### src/rtl/dm_arb_pkg.sv
// Shared types and defaults for the data-memory arbiter.
package dm_arb_pkg;

    localparam int ADDR_W_DEF = 16;
    localparam int DATA_W_DEF = 16;

    typedef enum logic [1:0] {
        ST_IDLE  = 2'd0,
        ST_ISSUE = 2'd1,
        ST_WAIT  = 2'd2,
        ST_ACK   = 2'd3
    } arb_state_t;

    // Index width for a core count; never below one bit.
    function automatic int idx_width(input int n);
        return (n <= 2) ? 1 : $clog2(n);
    endfunction

endpackage

### src/rtl/dm_arbiter_if.sv
// Core-side request bus and shared memory port of the data-memory arbiter.
interface dm_arbiter_if
    import dm_arb_pkg::*;
#(
    parameter int NUM_CORES = 4,
    parameter int ADDR_W    = ADDR_W_DEF,
    parameter int DATA_W    = DATA_W_DEF
) ();

    logic [NUM_CORES-1:0]        core_req;
    logic [NUM_CORES-1:0]        core_we;
    logic [NUM_CORES*ADDR_W-1:0] core_addr;
    logic [NUM_CORES*DATA_W-1:0] core_wdata;
    logic [NUM_CORES-1:0]        core_ack;
    logic [DATA_W-1:0]           core_rdata;
    logic                        mem_en;
    logic                        mem_we;
    logic [ADDR_W-1:0]           mem_addr;
    logic [DATA_W-1:0]           mem_wdata;
    logic [DATA_W-1:0]           mem_rdata;
    logic                        busy;

    // master: the arbiter itself; slave: the cores plus the memory it drives.
    modport master (
        input  core_req, core_we, core_addr, core_wdata, mem_rdata,
        output core_ack, core_rdata, mem_en, mem_we, mem_addr, mem_wdata, busy
    );

    modport slave (
        output core_req, core_we, core_addr, core_wdata, mem_rdata,
        input  core_ack, core_rdata, mem_en, mem_we, mem_addr, mem_wdata, busy
    );

endinterface

### src/rtl/dm_arbiter_rr_pick.sv
// Combinational round-robin picker: first requester after last_grant, wrapping.
module rr_pick
    import dm_arb_pkg::*;
#(
    parameter int NUM_CORES = 4,
    parameter int IDX_W     = idx_width(NUM_CORES)
) (
    input  logic [NUM_CORES-1:0] req,
    input  logic [IDX_W-1:0]     last_grant,
    output logic                 found,
    output logic [IDX_W-1:0]     winner
);

    logic [IDX_W-1:0] cand [NUM_CORES];

    // cand[k] is the core k+1 places after the last grant.
    genvar gi;
    generate
        for (gi = 0; gi < NUM_CORES; gi++) begin : g_cand
            assign cand[gi] = IDX_W'((int'(last_grant) + 1 + gi) % NUM_CORES);
        end
    endgenerate

    // Scan from the far end so the nearest candidate overwrites the rest.
    always_comb begin
        found  = 1'b0;
        winner = '0;
        for (int k = NUM_CORES - 1; k >= 0; k--) begin
            if (req[cand[k]]) begin
                found  = 1'b1;
                winner = cand[k];
            end
        end
    end

endmodule

### src/rtl/dm_arbiter.sv
// Round-robin arbiter sharing one data-memory port among the cluster cores.
module dm_arbiter
    import dm_arb_pkg::*;
#(
    parameter int NUM_CORES = 4,
    parameter int ADDR_W    = ADDR_W_DEF,
    parameter int DATA_W    = DATA_W_DEF
) (
    input  logic         clock,
    input  logic         reset_n,
    dm_arbiter_if.master bus
);

    localparam int IDX_W = idx_width(NUM_CORES);

    localparam logic [1:0] IDLE  = ST_IDLE;
    localparam logic [1:0] ISSUE = ST_ISSUE;
    localparam logic [1:0] WAIT  = ST_WAIT;
    localparam logic [1:0] ACK   = ST_ACK;

    logic [1:0]           state_reg;
    logic [1:0]           state_next;
    logic [IDX_W-1:0]     grant_reg;
    logic [IDX_W-1:0]     last_grant_reg;
    logic                 we_reg;
    logic [ADDR_W-1:0]    addr_reg;
    logic [DATA_W-1:0]    wdata_reg;
    logic [DATA_W-1:0]    rdata_reg;

    logic                 pick_found;
    logic [IDX_W-1:0]     pick_idx;
    logic [ADDR_W-1:0]    addr_arr  [NUM_CORES];
    logic [DATA_W-1:0]    wdata_arr [NUM_CORES];
    logic [NUM_CORES-1:0] ack_vec;
    logic                 issue;

    genvar gi;
    generate
        for (gi = 0; gi < NUM_CORES; gi++) begin : g_unpack
            assign addr_arr[gi]  = bus.core_addr[gi*ADDR_W +: ADDR_W];
            assign wdata_arr[gi] = bus.core_wdata[gi*DATA_W +: DATA_W];
        end
    endgenerate

    rr_pick #(
        .NUM_CORES (NUM_CORES),
        .IDX_W     (IDX_W)
    ) u_pick (
        .req        (bus.core_req),
        .last_grant (last_grant_reg),
        .found      (pick_found),
        .winner     (pick_idx)
    );

    always_comb begin
        state_next = state_reg;
        case (state_reg)
            IDLE:    if (pick_found) state_next = ISSUE;
            ISSUE:   state_next = we_reg ? ACK : WAIT;
            WAIT:    state_next = ACK;
            ACK:     state_next = IDLE;
            default: state_next = IDLE;
        endcase
    end

    // Requests are only looked at in IDLE; the winner's fields are frozen here.
    always_ff @(posedge clock) begin
        if (!reset_n) begin
            state_reg      <= IDLE;
            last_grant_reg <= IDX_W'(NUM_CORES - 1);
            grant_reg      <= '0;
            we_reg         <= 1'b0;
            addr_reg       <= '0;
            wdata_reg      <= '0;
            rdata_reg      <= '0;
        end else begin
            state_reg <= state_next;
            if (state_reg == IDLE && pick_found) begin
                grant_reg <= pick_idx;
                we_reg    <= bus.core_we[pick_idx];
                addr_reg  <= addr_arr[pick_idx];
                wdata_reg <= wdata_arr[pick_idx];
            end
            if (state_reg == WAIT) begin
                rdata_reg <= bus.mem_rdata;
            end
            if (state_reg == ACK) begin
                last_grant_reg <= grant_reg;
            end
        end
    end

    always_comb begin
        ack_vec = '0;
        if (state_reg == ACK) begin
            ack_vec[grant_reg] = 1'b1;
        end
    end

    assign issue          = (state_reg == ISSUE);
    assign bus.mem_en     = issue;
    assign bus.mem_we     = issue & we_reg;
    assign bus.mem_addr   = issue ? addr_reg  : '0;
    assign bus.mem_wdata  = issue ? wdata_reg : '0;
    assign bus.core_ack   = ack_vec;
    assign bus.core_rdata = rdata_reg;
    assign bus.busy       = (state_reg != IDLE);

endmodule

### src/flat_wrapper.sv
// flat-port wrapper written by rule: the top's interface ports become plain ports
module dm_arbiter_flat import dm_arb_pkg::*;
#(
    parameter int NUM_CORES = 4,
    parameter int ADDR_W    = ADDR_W_DEF,
    parameter int DATA_W    = DATA_W_DEF
)
  (clock, reset_n, bus_core_req, bus_core_we, bus_core_addr, bus_core_wdata, bus_mem_rdata, bus_core_ack, bus_core_rdata, bus_mem_en, bus_mem_we, bus_mem_addr, bus_mem_wdata, bus_busy);
  dm_arbiter_if #(.NUM_CORES(NUM_CORES), .ADDR_W(ADDR_W), .DATA_W(DATA_W)) bus_i ();
  input  logic clock;
  input  logic reset_n;
  input wire logic [$bits(bus_i.core_req)-1:0] bus_core_req;
  input wire logic [$bits(bus_i.core_we)-1:0] bus_core_we;
  input wire logic [$bits(bus_i.core_addr)-1:0] bus_core_addr;
  input wire logic [$bits(bus_i.core_wdata)-1:0] bus_core_wdata;
  input wire logic [$bits(bus_i.mem_rdata)-1:0] bus_mem_rdata;
  output wire logic [$bits(bus_i.core_ack)-1:0] bus_core_ack;
  output wire logic [$bits(bus_i.core_rdata)-1:0] bus_core_rdata;
  output wire logic [$bits(bus_i.mem_en)-1:0] bus_mem_en;
  output wire logic [$bits(bus_i.mem_we)-1:0] bus_mem_we;
  output wire logic [$bits(bus_i.mem_addr)-1:0] bus_mem_addr;
  output wire logic [$bits(bus_i.mem_wdata)-1:0] bus_mem_wdata;
  output wire logic [$bits(bus_i.busy)-1:0] bus_busy;
  assign bus_i.core_req = bus_core_req;
  assign bus_i.core_we = bus_core_we;
  assign bus_i.core_addr = bus_core_addr;
  assign bus_i.core_wdata = bus_core_wdata;
  assign bus_i.mem_rdata = bus_mem_rdata;
  assign bus_core_ack = bus_i.core_ack;
  assign bus_core_rdata = bus_i.core_rdata;
  assign bus_mem_en = bus_i.mem_en;
  assign bus_mem_we = bus_i.mem_we;
  assign bus_mem_addr = bus_i.mem_addr;
  assign bus_mem_wdata = bus_i.mem_wdata;
  assign bus_busy = bus_i.busy;
  dm_arbiter #(.NUM_CORES(NUM_CORES), .ADDR_W(ADDR_W), .DATA_W(DATA_W)) u_core (.clock(clock), .reset_n(reset_n), .bus(bus_i));
endmodule
### config.mk
export PLATFORM = sky130hd
export DESIGN_NAME = dm_arbiter_flat
export DESIGN_NICKNAME = d
export VERILOG_FILES = /design/src/rtl/dm_arb_pkg.sv /design/src/rtl/dm_arbiter_if.sv /design/src/rtl/dm_arbiter_rr_pick.sv /design/src/rtl/dm_arbiter.sv /design/src/flat_wrapper.sv
export SDC_FILE = /design/constraint.sdc
export NUM_CORES = 1
export LEC_CHECK = 0
export CORE_MARGIN = 2
export CORE_UTILIZATION = 33
export CTS_BUF_LIST = sky130_fd_sc_hd__clkbuf_16
export DETAILED_ROUTE_END_ITERATION = 10
export PLACE_DENSITY = 0.79
export SYNTH_ARGS = -nofsm -noshare
export SYNTH_HDL_FRONTEND = slang
export SYNTH_HIERARCHICAL = 1
export SYNTH_SLANG_ARGS = --single-unit
### constraint.sdc
create_clock -name clock -period 1.61 [get_ports clock]
set_input_delay 0.322 -clock clock [delete_from_list [all_inputs] [get_ports clock]]
set_output_delay 0.322 -clock clock [all_outputs]
set_load 0.1 [all_outputs]
==> results of run 1 <==
==> through the flow <==
stage / worst slack [ns] / hold WS (ns)
3_5_place_dp: -0.638 / 0.456
5_1_grt: -0.265 / 0.489
4_1_cts: -0.162 / 0.474
2_1_floorplan: -0.203 / 0.418
3_3_place_gp: -0.581 / 0.428
6_report: -0.211 / 0.457
==> cells in the mapped netlist <==
master / count
a21boi_0: 2
a21boi_4: 1
a21o_1: 3
a21oi_1: 2
a21oi_2: 1
a2bb2oi_1: 29
a31oi_1: 1
and2_1: 33
and2b_1: 1
and3_1: 1
and3b_1: 1
buf_2: 12
buf_4: 6
buf_6: 1
clkbuf_1: 7
dfxtp_1: 55
ha_1: 5
inv_1: 4
mux2i_1: 85
nand2_1: 7
nand2b_1: 5
nand3_1: 3
nand3b_1: 1
nand4_2: 1
nand4b_2: 1
nor2_1: 3
nor2b_1: 17
nor3b_1: 1
o21a_1: 1
o21ai_1: 29
o221a_2: 1
o221ai_1: 1
o221ai_2: 1
o22ai_1: 3
==> routing by layer <==
layer	GRT usage, %	part of all wire [%]	up-vias	wire [µm]
li1	-	-	1683	-
met3	6.77	8.4	36	1100
met4	9.03	3.0	0	397
met5	0	0	-	0
met2	44.0	55	187	7230
met1	22.5	34	1712	4420
==> cell families (layout without fill, tap and decap cells) <==
logic type	Yosys count	after routing	synth area share (%)
multiplexers	85	85	26.8
AO/OA/AOI/OAI	75	75	17.1
AND/OR/NAND/NOR	75	75	14.5
flip-flops	55	55	34.7
buffers and inverters	30	287	4.96
adder cells (fa/ha/maj)	5	5	1.97
==> worst paths after layout <==
path,from,to,cells after the start
worst max-delay path,u_core/last_grant_reg[1]$_SDFFE_PN1P_,u_core/wdata_reg[8]$_SDFFE_PN0P_,9
worst min-delay path,u_core/wdata_reg[12]$_SDFFE_PN0P_,u_core/wdata_reg[12]$_SDFFE_PN0P_,1
worst max register to register,u_core/last_grant_reg[1]$_SDFFE_PN1P_,u_core/wdata_reg[8]$_SDFFE_PN0P_,9
worst min register to register,u_core/wdata_reg[12]$_SDFFE_PN0P_,u_core/wdata_reg[12]$_SDFFE_PN0P_,1
==> timing repair <==
item / 4_1_cts / 5_1_grt
buffers inserted: 20 / 5
cloned: 6 / 3
pin swaps: 7 / 11
endpoints found under the setup margin: 73 / 74
gates resized for setup: 74 / 35
==> worst register-to-register path, delay by kind of cell, from the launching register on <==
family,cells,cell delay [ns]
AO/OA/AOI/OAI,3,0.37
buffers and inverters,4,0.59
flip-flops,1,0.37
multiplexers,1,0.21
AND/OR/NAND/NOR,1,0.18
==> cell type report <==
type                    count  area, µm²  area share (%)
inverters                   4       26.3           0.364
flip-flops and latches     55       1110            15.4
well taps                 129        161            2.24
clock buffers               5        125            1.73
clock inverters             3       46.3           0.642
multi-input cells         240       2270            31.5
repair buffers            275       3470            48.2
==> where the power goes <==
part           switching, µW  leakage (µW)  internal, µW
logic                   3830       0.00235          3480
registers                368      0.000453          1820
clock network            519     0.0000804           740
==> cell usage in the layout (no fill, tap or decap), drive strengths merged <==
| master | netlist | final |
|---|---|---|
| a21boi | 3 | 3 |
| a21o | 3 | 3 |
| a21oi | 3 | 3 |
| a2bb2oi | 29 | 29 |
| a31oi | 1 | 1 |
| and2 | 33 | 33 |
| and2b | 1 | 1 |
| and3 | 1 | 1 |
| and3b | 1 | 1 |
| buf | 19 | 120 |
| bufinv | 0 | 1 |
| clkbuf | 7 | 7 |
| clkdlybuf4s15 | 0 | 2 |
| clkdlybuf4s50 | 0 | 149 |
| clkinvlp | 0 | 2 |
| dfxtp | 55 | 55 |
| dlygate4sd2 | 0 | 2 |
| ha | 5 | 5 |
| inv | 4 | 4 |
| mux2i | 85 | 85 |
| nand2 | 7 | 7 |
| nand2b | 5 | 5 |
| nand3 | 3 | 3 |
| nand3b | 1 | 1 |
| nand4 | 1 | 1 |
| nand4b | 1 | 1 |
| nor2 | 3 | 3 |
| nor2b | 17 | 17 |
| nor3b | 1 | 1 |
| o21a | 1 | 1 |
| o21ai | 29 | 29 |
| o221a | 1 | 1 |
| o221ai | 2 | 2 |
| o22ai | 3 | 3 |
==> reports/results.txt, run 1 <==
Routed WL: 13,100 µm
Non-Filler Instances: 711
Slowest-stage cell, CP: dfxtp_4
die width: 102 µm
Mapped Nets: 484
Layout Nets: 740
highest net fanout along the worst path: 5
Worst path max stage delay: 0.37 ns
io pins: 209
post-synthesis cell count: 325
Slew Limit Headroom: 79.2%
IO buf count: 208
#FFs+latches synth: 55
root buf cell: clkbuf_16
CTS Hold Bufs: 0
outcome: complete, but fails checks
WL/cell: 18.5 µm
Total GRT Usage: 22.7%
RSZ-0062 raised after global routing: true
Starting Density: 34.2%
PD cells: 1490 mW/mm²
layout cell share with drive strength beyond 1: 36.9%
top-area cell type share of the netlist area: 34.7%
setup tns final: -8.24 ns
Synth area leaders: dfxtp_1 35%, mux2i_1 27%, a2bb2oi_1 8.0%
WS Path Type: reg -> reg
Overflow after GRT: 0
Final min period: 1.82 ns
first-pass GRT wire length: 18,300 µm
Placed Instances: 670
Post-Layout Inst Area: 0.00722 mm²
global placer's final weighted congestion: 0.826
cell chain of the critical path: buf_4, nand2b_1, o221ai_4, buf_6, buf_12, buf_16, mux2i_1, o22ai_1, a21o_1
antenna violations before repair: 0
maximum VDD drop: 0.000722 V
vias in the first global route: 3,713
type of the worst min-delay path: reg -> reg
final clock skew: 0.00473 ns
CP Buf/Inv Count: 4
Final Slew Violations: 0
Leak: 0.00288 µW
Top delay family on crit path: buffers and inverters
Area growth syn-to-layout: 127%
failing checks: setup timing
fmax: 549 MHz
Die H: 102 µm
Post-Place Cell Area: 0.00626 mm²
Pre-antenna DRT Iters: 4
Synth Warn #: 6
H-Tree Depth: 2
CTS tree: yes
Clock Pin Slew Worst Setup and Hold Paths: 0.07 ns
die area: 0.0104 mm²
Worst Path Required: 1.80 ns
Worst setup SP type: register
# diodes: 0
Slew @ Worst Pin: 0.311 ns
final core occ: 77.7%
Arr. time, crit path: 2.01 ns
final period utilization: 113%
worst skew pair latency: 0.29 ns
mapped cell area: 0.00318 mm²
maxcap violations: 0
core area: 0.00928 mm²
Total Power: 10,800 µW
CTS buffer count: 5
DRC violation count after routing: 0
CTS Sinks: 55
via count: 3,618
Final setup viols: 72
CTS Buffer Depth: 2
area leader, netlist: dfxtp_1
Hold Vio Cnt, Final: 0
Syn Area/Cell: 9.77 µm²
Unique masters post-synth: 34
crit path capture type: register
ANT nets after route: 0
post-route setup slack: -0.211 ns
hpwl dp: 8610 µm
R2R Setup Slk: -0.21 ns
pin count of the biggest net entering global routing: 21
routed vias/inst: 5.09
sequential-to-total area share from yosys stat: 34.7%
row cnt: 35
initial DRC count: 48
FILL cells: 571
(Power assumes the default switching activity.)
==> inputs of run 2 (changes only) <==
--- a/config.mk
+++ b/config.mk
@@ -5,11 +5,14 @@
 export SDC_FILE = /design/constraint.sdc
 export NUM_CORES = 1
 export LEC_CHECK = 0
+export CAP_MARGIN = 20
 export CORE_MARGIN = 2
 export CORE_UTILIZATION = 33
 export CTS_BUF_LIST = sky130_fd_sc_hd__clkbuf_16
+export CTS_CLUSTER_SIZE = 8
 export DETAILED_ROUTE_END_ITERATION = 10
 export PLACE_DENSITY = 0.79
+export SKIP_LAST_GASP = 1
 export SYNTH_ARGS = -nofsm -noshare
 export SYNTH_HDL_FRONTEND = slang
 export SYNTH_HIERARCHICAL = 1
==> run 2 against run 1 <==
Net effect: the run still ends with setup timing left; clock power about the same; first-iteration DRC count shrank 2.1%; worst hold slack barely moved; non-clock buffer count is 1 higher; clock skew grew 0.00097 ns.
==> reports/results.txt, run 2 (synthesis gave the netlist of run 1 again) <==
outcome: complete, but fails checks
failing checks: setup timing
Slew Limit Headroom: 79.0%
worst hold slack: 0.457 ns
Layout Nets: 741
CTS Buffer Depth: 2
pin count of the biggest net entering global routing: 21
final period utilization: 113%
antenna violations before repair: 0
fmax: 549 MHz
die width: 102 µm
global placer's final weighted congestion: 0.826
WL/cell: 18.3 µm
initial DRC count: 47
Area growth syn-to-layout: 126%
Final min period: 1.82 ns
# diodes: 0
Pre-antenna DRT Iters: 4
Worst Path Required: 1.29 ns
commonest non-fill, non-tap cell in the layout: clkdlybuf4s50_1
Starting Density: 34.2%
first-pass GRT wire length: 18,300 µm
final clock skew: 0.00570 ns
IO buf count: 208
via count: 3,635
Worst setup SP type: register
maxcap violations: 0
PD cells: 1500 mW/mm²
r2r startpoint: u_core/last_grant_reg[1]$_SDFFE_PN1P_
ANT nets after route: 0
worst setup path startpoint: u_core/state_reg[1]$_SDFFE_PN0P_
routed vias/inst: 5.11
worst skew pair latency: 0.29 ns
CTS Hold Bufs: 0
hpwl dp: 8610 µm
Die H: 102 µm
Slew @ Worst Pin: 0.315 ns
root buf cell: clkbuf_16
DRC violation count after routing: 0
Clock Pin Slew Worst Setup and Hold Paths: 0.07 ns
RSZ-0062 raised after global routing: true
FILL cells: 581
Arr. time, crit path: 1.50 ns
CTS buffer count: 5
highest net fanout along the worst path: 8
Final setup viols: 72
CTS tree: yes
WS Path Type: reg -> out
Overflow after GRT: 0
Total Power: 10,800 µW
Leak: 0.00289 µW
maximum VDD drop: 0.000681 V
Hold Vio Cnt, Final: 0
CTS Sinks: 55
layout cell share with drive strength beyond 1: 35.5%
core area: 0.00928 mm²
crit path capture type: output port
post-route setup slack: -0.210 ns
type of the worst min-delay path: reg -> reg
vias in the first global route: 3,707
Total GRT Usage: 22.8%
Worst Min Path Start: u_core/wdata_reg[12]$_SDFFE_PN0P_
H-Tree Depth: 2
Routed WL: 13,100 µm
Final Slew Violations: 0
most frequent cells in the layout: 149 x clkdlybuf4s50_1, 73 x mux2i_1, 65 x buf_12, 52 x dfxtp_1, 33 x and2_4
die area: 0.0104 mm²
io pins: 209
row cnt: 35
==> run 2: changes by cell type in the layout (fill, tap and decap cells not counted), moves of 2 or more <==
cell / previous run / this run
o21ai_1: 27 / 29
a2bb2oi_1: 20 / 26
o22ai_2: 2 / 0
o21ai_2: 2 / 0
a2bb2oi_2: 9 / 3
o22ai_1: 1 / 3
==> run 2: layer usage <==
layer | global-route usage [%] | vias up | wire (µm)
met3 | 6.43 | 43 | 1020
met5 | 0 | - | 0
met1 | 22.8 | 1721 | 4420
li1 | - | 1684 | -
met2 | 44.1 | 187 | 7140
met4 | 8.92 | 0 | 482
==> run 2: power breakdown <==
part           leakage (µW)  total [µW]  internal [µW]  switching (µW)
combinational       0.00235        7320           3510            3800
sequential         0.000453        2180           1820             358
clock             0.0000804        1260            740             515
==> run 2: critical path: stages (launching register included) <==
cell	delay, ns
dfxtp_4	0.36
inv_4	0.06
ha_4	0.25
clkbuf_16	0.20
and2_4	0.15
buf_12	0.16
==> run 2: final cells by class <==
type	instances	area, µm²	share of cell area [%]
inverter	4	26.3	0.366
clock buffer	5	125	1.74
clock inverter	3	46.3	0.645
timing repair buffer	276	3490	48.7
multi-input combinational	240	2210	30.8
sequential	55	1110	15.5
tap	129	161	2.25
==> run 2: final timing paths <==
path	end	slack [ns]	cells past startpoint
worst max-delay path	bus_mem_addr[9]	-0.21	5
worst min register to register	u_core/wdata_reg[12]$_SDFFE_PN0P_	0.46	1
worst min-delay path	u_core/wdata_reg[12]$_SDFFE_PN0P_	0.46	1
worst max register to register	u_core/wdata_reg[8]$_SDFFE_PN0P_	-0.19	9
==> run 2: timing repair <==
| item | 4_1_cts | 5_1_grt |
|---|---|---|
| resized for setup | 62 | 36 |
| pin swaps | 7 | 22 |
| buffers inserted | 20 | 7 |
| endpoints found under the setup margin | 73 | 74 |
| cloned | 6 | 3 |
==> run 2: metrics by stage <==
| step | setup WS (ns) | util [%] | area, µm² | TNS, ns | cells |
|---|---|---|---|---|---|
| 6_report | -0.210 | 77.3 | 7170 | -10.23 | 712 |
| 5_1_grt | -0.269 | 77.3 | 7170 | -13.71 | 712 |
| 3_3_place_gp | -0.581 | 67.5 | 6260 | -17.30 | 670 |
| 4_1_cts | -0.162 | 74.9 | 6950 | -6.98 | 704 |
| 2_1_floorplan | -0.203 | - | 3290 | -4.48 | 325 |
| 3_5_place_dp | -0.638 | 67.5 | 6260 | -19.80 | 670 |
==> inputs of run 3 (changes only) <==
--- a/config.mk
+++ b/config.mk
@@ -5,7 +5,7 @@
 export SDC_FILE = /design/constraint.sdc
 export NUM_CORES = 1
 export LEC_CHECK = 0
-export CAP_MARGIN = 20
+export CAP_MARGIN = 15
 export CORE_MARGIN = 2
 export CORE_UTILIZATION = 33
 export CTS_BUF_LIST = sky130_fd_sc_hd__clkbuf_16
==> results of run 3 <==
No change in the layout: final DEF, timing and power equal those of run 2.
